File: config.mk
export PLATFORM = sky130hd
export DESIGN_NAME = bin_to_bcd
export DESIGN_NICKNAME = d
export VERILOG_FILES = /design/src/rtl/bin_to_bcd_pkg.sv /design/src/rtl/bin_to_bcd_dabble.sv /design/src/rtl/bin_to_bcd.sv
export SDC_FILE = /design/constraint.sdc
export NUM_CORES = 1
export LEC_CHECK = 0
export CORE_MARGIN = 2
export CORE_UTILIZATION = 57
export CTS_BUF_LIST = sky130_fd_sc_hd__clkbuf_8
export DETAILED_ROUTE_END_ITERATION = 10
export PLACE_DENSITY = 0.85
export SLEW_MARGIN = 20
export SYNTH_ARGS = -nofsm -noshare
export SYNTH_HDL_FRONTEND = slang
export SYNTH_SLANG_ARGS = --single-unit
export TNS_END_PERCENT = 30
File: constraint.sdc
create_clock -name clk -period 2.1 [get_ports clk]
set_input_delay 0.42 -clock clk [delete_from_list [all_inputs] [get_ports clk]]
set_output_delay 0.42 -clock clk [all_outputs]
set_load 0.03 [all_outputs]
File: src/rtl/bin_to_bcd_pkg.sv
// -----------------------------------------------------------------------------
// bin_to_bcd_pkg
//   Shared constants for the binary-to-BCD converter datapath.
//   - DEFAULT_WIDTH / DEFAULT_DIGITS : default binary width and BCD digit count
//   - state_t                        : FSM state encoding (IDLE/SHIFT/DONE)
//   - DIGIT_ADJ_THRESH / DIGIT_ADJ   : double-dabble correction constants
// -----------------------------------------------------------------------------
package bin_to_bcd_pkg;

    localparam int DEFAULT_WIDTH  = 16;
    localparam int DEFAULT_DIGITS = 5;

    // Encodings are fixed so other blocks and debug views can decode state.
    typedef enum logic [1:0] {
        ST_IDLE  = 2'd0,
        ST_SHIFT = 2'd1,
        ST_DONE  = 2'd2
    } state_t;

    // A digit >= 5 would become >= 10 after the shift; adding 3 first makes
    // the shift carry into the next digit instead.
    localparam logic [3:0] DIGIT_ADJ_THRESH = 4'd5;
    localparam logic [3:0] DIGIT_ADJ        = 4'd3;

endpackage : bin_to_bcd_pkg

File: src/rtl/bin_to_bcd_dabble.sv
// -----------------------------------------------------------------------------
// dabble_digit
//   Single-digit double-dabble correction: adds 3 when the digit is >= 5.
//   Ports:
//     din  : working BCD digit (0..9 in normal operation)
//     dout : corrected digit, ready to be shifted left
// -----------------------------------------------------------------------------
module dabble_digit
    import bin_to_bcd_pkg::*;
(
    input  logic [3:0] din,
    output logic [3:0] dout
);

    // din never exceeds 9 during a conversion, so din+3 <= 12 fits in 4 bits.
    assign dout = (din >= DIGIT_ADJ_THRESH) ? (din + DIGIT_ADJ) : din;

endmodule : dabble_digit

File: src/rtl/bin_to_bcd.sv
// -----------------------------------------------------------------------------
// bin_to_bcd
//   Sequential double-dabble binary-to-BCD converter. One bit is shifted per
//   clock; a conversion takes WIDTH SHIFT cycles plus one DONE cycle, and a
//   start seen in DONE chains straight into the next conversion.
//   Ports:
//     clk   : clock, rising edge
//     reset : asynchronous active-low reset
//     start : conversion request (accepted in IDLE or DONE, ignored in SHIFT)
//     bin   : unsigned binary input, sampled on the accepting edge
//     busy  : high while shifting
//     done  : one-cycle pulse while the freshly updated bcd is presented
//     bcd   : packed BCD result, digit 0 (units) in bits [3:0]; held between
//             completions
//   DIGITS must be large enough to hold 2^WIDTH-1 in decimal.
// -----------------------------------------------------------------------------
module bin_to_bcd
    import bin_to_bcd_pkg::*;
#(
    parameter int WIDTH  = DEFAULT_WIDTH,
    parameter int DIGITS = DEFAULT_DIGITS
) (
    input  logic                  clk,
    input  logic                  reset,
    input  logic                  start,
    input  logic [WIDTH-1:0]      bin,
    output logic                  busy,
    output logic                  done,
    output logic [DIGITS*4-1:0]   bcd
);

    localparam int              CW       = $clog2(WIDTH + 1);
    localparam int              BW       = DIGITS * 4;
    localparam logic [CW-1:0]   CNT_LOAD = CW'(WIDTH);
    localparam logic [CW-1:0]   CNT_ONE  = CW'(1);

    state_t            state;
    state_t            state_nxt;

    logic [WIDTH-1:0]  sreg;        // binary bits still to be shifted in
    logic [BW-1:0]     work;        // working BCD, never visible on bcd
    logic [BW-1:0]     work_adj;    // work after per-digit +3 correction
    logic [BW-1:0]     work_shift;  // corrected work shifted left, MSB of sreg in
    logic [CW-1:0]     cnt;         // shifts remaining

    logic              accept;
    logic              last_shift;

    // DONE accepts a new start so back-to-back conversions have no gap.
    assign accept     = start && (state != ST_SHIFT);
    // cnt is >= 1 whenever in SHIFT, so the decrement never wraps.
    assign last_shift = (state == ST_SHIFT) && (cnt == CNT_ONE);

    // ---------------------------------------------------------------------
    // Per-digit correction
    // ---------------------------------------------------------------------
    genvar g;
    generate
        for (g = 0; g < DIGITS; g++) begin : g_digit
            dabble_digit u_dabble (
                .din  (work[g*4 +: 4]),
                .dout (work_adj[g*4 +: 4])
            );
        end
    endgenerate

    assign work_shift = {work_adj[BW-2:0], sreg[WIDTH-1]};

    // ---------------------------------------------------------------------
    // FSM
    // ---------------------------------------------------------------------
    always_ff @(posedge clk or negedge reset) begin
        if (!reset) begin
            state <= ST_IDLE;
        end else begin
            state <= state_nxt;
        end
    end

    always_comb begin
        state_nxt = state;
        case (state)
            ST_IDLE:  if (start) state_nxt = ST_SHIFT;
            ST_SHIFT: if (last_shift) state_nxt = ST_DONE;
            ST_DONE:  state_nxt = start ? ST_SHIFT : ST_IDLE;
            default:  state_nxt = ST_IDLE;
        endcase
    end

    // Outputs decode the state register only; no path from start to done.
    assign busy = (state == ST_SHIFT);
    assign done = (state == ST_DONE);

    // ---------------------------------------------------------------------
    // Datapath
    // ---------------------------------------------------------------------
    always_ff @(posedge clk or negedge reset) begin
        if (!reset) begin
            sreg <= '0;
            work <= '0;
            cnt  <= '0;
            bcd  <= '0;
        end else begin
            if (accept) begin
                sreg <= bin;
                work <= '0;
                cnt  <= CNT_LOAD;
            end else if (state == ST_SHIFT) begin
                sreg <= sreg << 1;
                work <= work_shift;
                cnt  <= cnt - CNT_ONE;
            end
            // Capture the final shifted value on the edge that enters DONE,
            // so bcd is already valid during the done cycle.
            if (last_shift) begin
                bcd <= work_shift;
            end
        end
    end

endmodule : bin_to_bcd

Word level (Yosys, flattened, before mapping)

Cells that the tools add are included.

Add/subtract/negate cells: 6
Magnitude comparators: 5
Eq/ne operators: 6
Muxes and demuxes: 15
Reduce and logical (&&, ||, !) cells: 5

Operators by type and width:

| operator                                                          | number |
|---|---|
| 2-to-1 mux 20 bit                                                 | 2 |
| 2-to-1 mux 16 bit                                                 | 2 |
| greater-or-equal comparator 4 x 3 -> 1 bit, second input constant | 5 |
| adder 4 x 2 -> 4 bit, second input constant                       | 4 |
| 2-to-1 mux 4 bit                                                  | 4 |
| 2-to-1 mux 5 bit                                                  | 2 |
| case mux 2 bit (3 select lines)                                   | 1 |
| equality test 5 x 1 -> 1 bit, second input constant               | 1 |
| subtractor 5 x 1 -> 5 bit, second input constant                  | 1 |
| 2-to-1 mux 2 bit                                                  | 2 |
| inequality test 2 x 1 -> 1 bit, second input constant             | 2 |
| adder 3 x 2 -> 3 bit, second input constant                       | 1 |
| 2-to-1 mux 3 bit                                                  | 1 |
| equality test 2 x 1 -> 1 bit, second input constant               | 1 |
| equality test 2 bit, second input constant                        | 1 |
| logical AND 1 bit                                                 | 2 |
| zero test 2 bit                                                   | 1 |
| inequality test 2 bit, second input constant                      | 1 |
| AND reduction 2 bit                                               | 1 |
| nonzero test 2 bit                                                | 1 |
| 2-to-1 mux 1 bit                                                  | 1 |

Flip-flop bits (word level): 63
Input bits: 19
Output and inout port bits: 22
Word-level logic and storage cells: 42

Logic depth before layout (Yosys ltp)

Word-level depth: 4
Mapped depth: 7
Mapped depth without buffers: 6

Cells and area by module

From an unflattened synthesis, not the netlist that was laid out.

Cell total of the unflattened synthesis: 313
Area total of the unflattened synthesis: 3200.6 µm²

Modules (own cells, without submodules):

| module       | times used | cells an instance | area an instance (µm²) |
|---|---|---|---|
| bin_to_bcd   | 1          | 233               | 2693.8 |
| dabble_digit | 5          | 16                | 101.3 |

Worst setup path after synthesis

Ideal clock, no wire load.

Kind: register to output
Start point: reg state[1]
End point: out busy
Data arrival time: 1.234 ns
Required time: 1.680 ns
Path slack: 0.446 ns
Stages on the path, launching flop included: 5
Cells stage by stage: dfrtp_1 > nand2b_1 > buf_2 > inv_1 > buf_1

Cells in the longest elaborated chain, start to end: 1

Ends and longest elaborated chain:

| element                      | line             | text |
|---|---|---|
| start, declared              | bin_to_bcd.sv:37 | `state_t state;` |
| start signal, assigned       | bin_to_bcd.sv:76 | `state <= state_nxt;` |
| equality test 2 x 1 -> 1 bit | bin_to_bcd.sv:91 | `assign busy = (state == ST_SHIFT);` |
| end, declared                | bin_to_bcd.sv:27 | `output logic busy,` |

Every way passes these cells.

Final worst setup path

Start point: reg state[0]
End point: out done

Cells in the longest elaborated chain, start to end: 1

Ends and longest elaborated chain:

| element             | line             | text |
|---|---|---|
| equality test 2 bit | bin_to_bcd.sv:92 | `assign done = (state == ST_DONE);` |
| end, declared       | bin_to_bcd.sv:28 | `output logic done,` |

Every way passes these cells.

==> impl_results.md <==
* Outcome: complete, no violations
* Die area at 5840 µm²
* Clk sink count at 63
* Final setup fails at 0
* TritonCTS clock tree: yes
* Hold/Removal Path Class: in -> async
* Vias post-DR at 2,334
* Gr ovfl total at 0
* Highest net fanout along the worst path at 3
* Syn Area/Cell at 9.93 µm²
* Class of the most critical setup path: reg -> out
* Drt first pass iters at 4
* Post-DP HPWL at 4140 µm
* Gr usage total at 23.4%
* Crit. End Element: output pin
* Final max-slew violation count at 0
* Area growth, synth to finish at 23.3%
* Worst-Margin Slew at 0.575 ns
* Starting DRT DRC Count at 134
* PostCTS Resize Cnt at 0
* Synth warn at 0
* Final WL at 6230 µm
* Total Power at 5.94 mW
* Vias in the first global route at 2,337
* RR Endpoint: bcd[2]$_DFFE_PN0P_
* Reg-to-reg setup timing slack at 0.39 ns
* Starting Density at 58.9%
* Number of buffers inserted by port buffering at 40
* Highest Clock Rate at 519 MHz
* Share of the synthesized area in the top cell type at 52.7%
* Synth Cell Area at 2990 µm²
* Worst setup SP type: flip-flop
* Global-route wire length before repair at 10,800 µm
* Synth Register Bits at 63
* Die height at 76.4 µm
* Min Tclk post-route at 1.93 ns
* Drt wl/cell at 14.8 µm
* Clk_lat worst skew at 0.35 ns
* Core Region at 5070 µm²
* Synth area leader: dfrtp_1
* Buf/Inv on CP at 1
* Final ANT Viol Nets at 0
* Placed Instances at 406
* Final core utilization at 72.7%
* Design area at 3690 µm²
* Via/cell ratio at 5.53
* Seq/Total Area, Yosys at 52.7%
* Setup ws final at 0.174 ns
* Top delay family on crit path: buffers and inverters
* CTS clk-pin slew, worst paths at 0.07 ns
* RSZ-0062 raised after global routing: false
* Max_cap viols at 0
* Rows at 26
* Ant. Diodes at 0
* Mapped Cells at 301
* Pwr Density at 1610 nW/µm²
* Slew margin rel. at 61.7%
* Max incr delay on CP at 0.67 ns
* Placement Setup Slack at 0.343 ns
* Initial antenna violation count at 0
* Postcts setup bufs at 0
* Hold Fails Final Rpt at 0
* CTS Hold Bufs at 0
* Clock skew at 0.00804 ns
* Period utilization at 91.7%
* H-tree depth at 3
* Root buf cell: clkbuf_8
* CP max stage cell: clkdlybuf4s50_1
* Nets at 378
* Io pins at 41
* CP Data Arrival Time at 1.51 ns
* R2r worst-path depth at 6
* DRC at 0
* R2r startpoint: work[0]$_DFFE_PN0P_
* Clock Path Buffers at 2
* CP required at 1.68 ns
* Area post-placement at 3490 µm²
* Cell Count, Final, Fillers Out at 422
* Crit-path cells: nor2b_1 > clkdlybuf4s50_1
* Share of cells above drive strength 1 at 11.4%
* Routability cong. at 0.793
* Hold_ws at 0.0701 ns
* Unique cell type count in the Yosys netlist at 26
* Worst vdd ir at 1020 µV
* Cts bufs inserted at 9
* Setup TNS at 0 ns
* Largest net degree at the start of global routing at 46
* Synth area leaders: dfrtp_1 53%, o21ai_0 10%, mux2i_1 5.4%
* Leakage at 1.64 nW
* Die X at 76.4 µm
* Post-Syn Nets at 332
[final cells by class]
class                   instances  area [µm²]
well taps                      70        87.6
fillers                       394        1390
flip-flops and latches         63        1580
clock inverters                 6        60.1
inverters                      15        56.3
repair buffers                 50         480
multi-input cells             208        1290
clock buffers                  10         138
[Yosys cell counts]
| master | instances |
|---|---|
| o21ai_0 | 62 |
| o22ai_1 | 1 |
| nand2_1 | 39 |
| nor3_1 | 6 |
| nor2b_1 | 1 |
| nor4b_4 | 1 |
| mux2_2 | 5 |
| dfrtp_1 | 63 |
| ha_1 | 12 |
| clkbuf_1 | 8 |
| or3b_2 | 4 |
| a21oi_1 | 15 |
| o31ai_1 | 3 |
| buf_2 | 4 |
| a31oi_1 | 5 |
| mux2_4 | 1 |
| nand2b_1 | 6 |
| nand3_1 | 15 |
| buf_6 | 1 |
| nor2_1 | 5 |
| nor3b_1 | 4 |
| xnor2_1 | 6 |
| inv_1 | 15 |
| mux2i_1 | 16 |
| nand2_2 | 1 |
| buf_1 | 2 |
[power breakdown]
group	total (mW)	switching [mW]	internal, mW
clock	1.05	0.472	0.573
combinational	2.71	1.59	1.12
sequential	2.19	0.427	1.76
[cell usage in the layout (no fill, tap or decap), types with 5 or more instances in the layout]
cell,synthesis,routed
a21oi_1,15,15
a31oi_1,5,5
buf_4,0,10
clkbuf_8,0,10
clkdlybuf4s50_1,0,38
dfrtp_1,63,63
ha_1,12,12
inv_1,15,15
mux2_2,5,5
mux2i_1,16,16
nand2_1,39,39
nand2b_1,6,6
nand3_1,15,15
nor2_1,5,5
nor3_1,6,6
o21ai_0,62,62
xnor2_1,6,6
[metal layers]
metal,share of wire (%),routed length (µm),up-vias,track usage [%]
li1,-,-,1137,-
met1,44,2760,1128,28.7
met2,49,3060,52,38.4
met3,4.0,247,17,6.87
met4,2.7,166,0,10.7
met5,0,0,-,0
[flip-flops by register name, summed over array words and instances (netlist names)]
name / count
bcd: 20
work: 20
state: 2
sreg: 16
cnt: 5
[cell families (layout without fill, tap and decap cells)]
group	count (synthesis)	count (layout)	share of synthesized area (%)
AO/OA/AOI/OAI	86	86	14.9
AND/OR/NAND/NOR	82	82	13.7
flip-flops	63	63	52.7
buffers and inverters	30	81	4.18
multiplexers	22	22	7.74
adder cells (fa/ha/maj)	12	12	5.02
XOR/XNOR	6	6	1.76
[worst max-delay path by stage]
stage / from / to / cells past startpoint
2_1_floorplan: state[1]$_DFFE_PN0P_ / busy / 4
3_3_place_gp: start / work[3]$_DFFE_PN0P_ / 4
3_5_place_dp: start / cnt[2]$_DFFE_PN0P_ / 4
4_1_cts: state[0]$_DFFE_PN0P_ / done / 2
5_1_grt: state[0]$_DFFE_PN0P_ / done / 2
6_report: state[0]$_DFFE_PN0P_ / done / 2
Note: power is estimated with default switching activity, not from simulation.
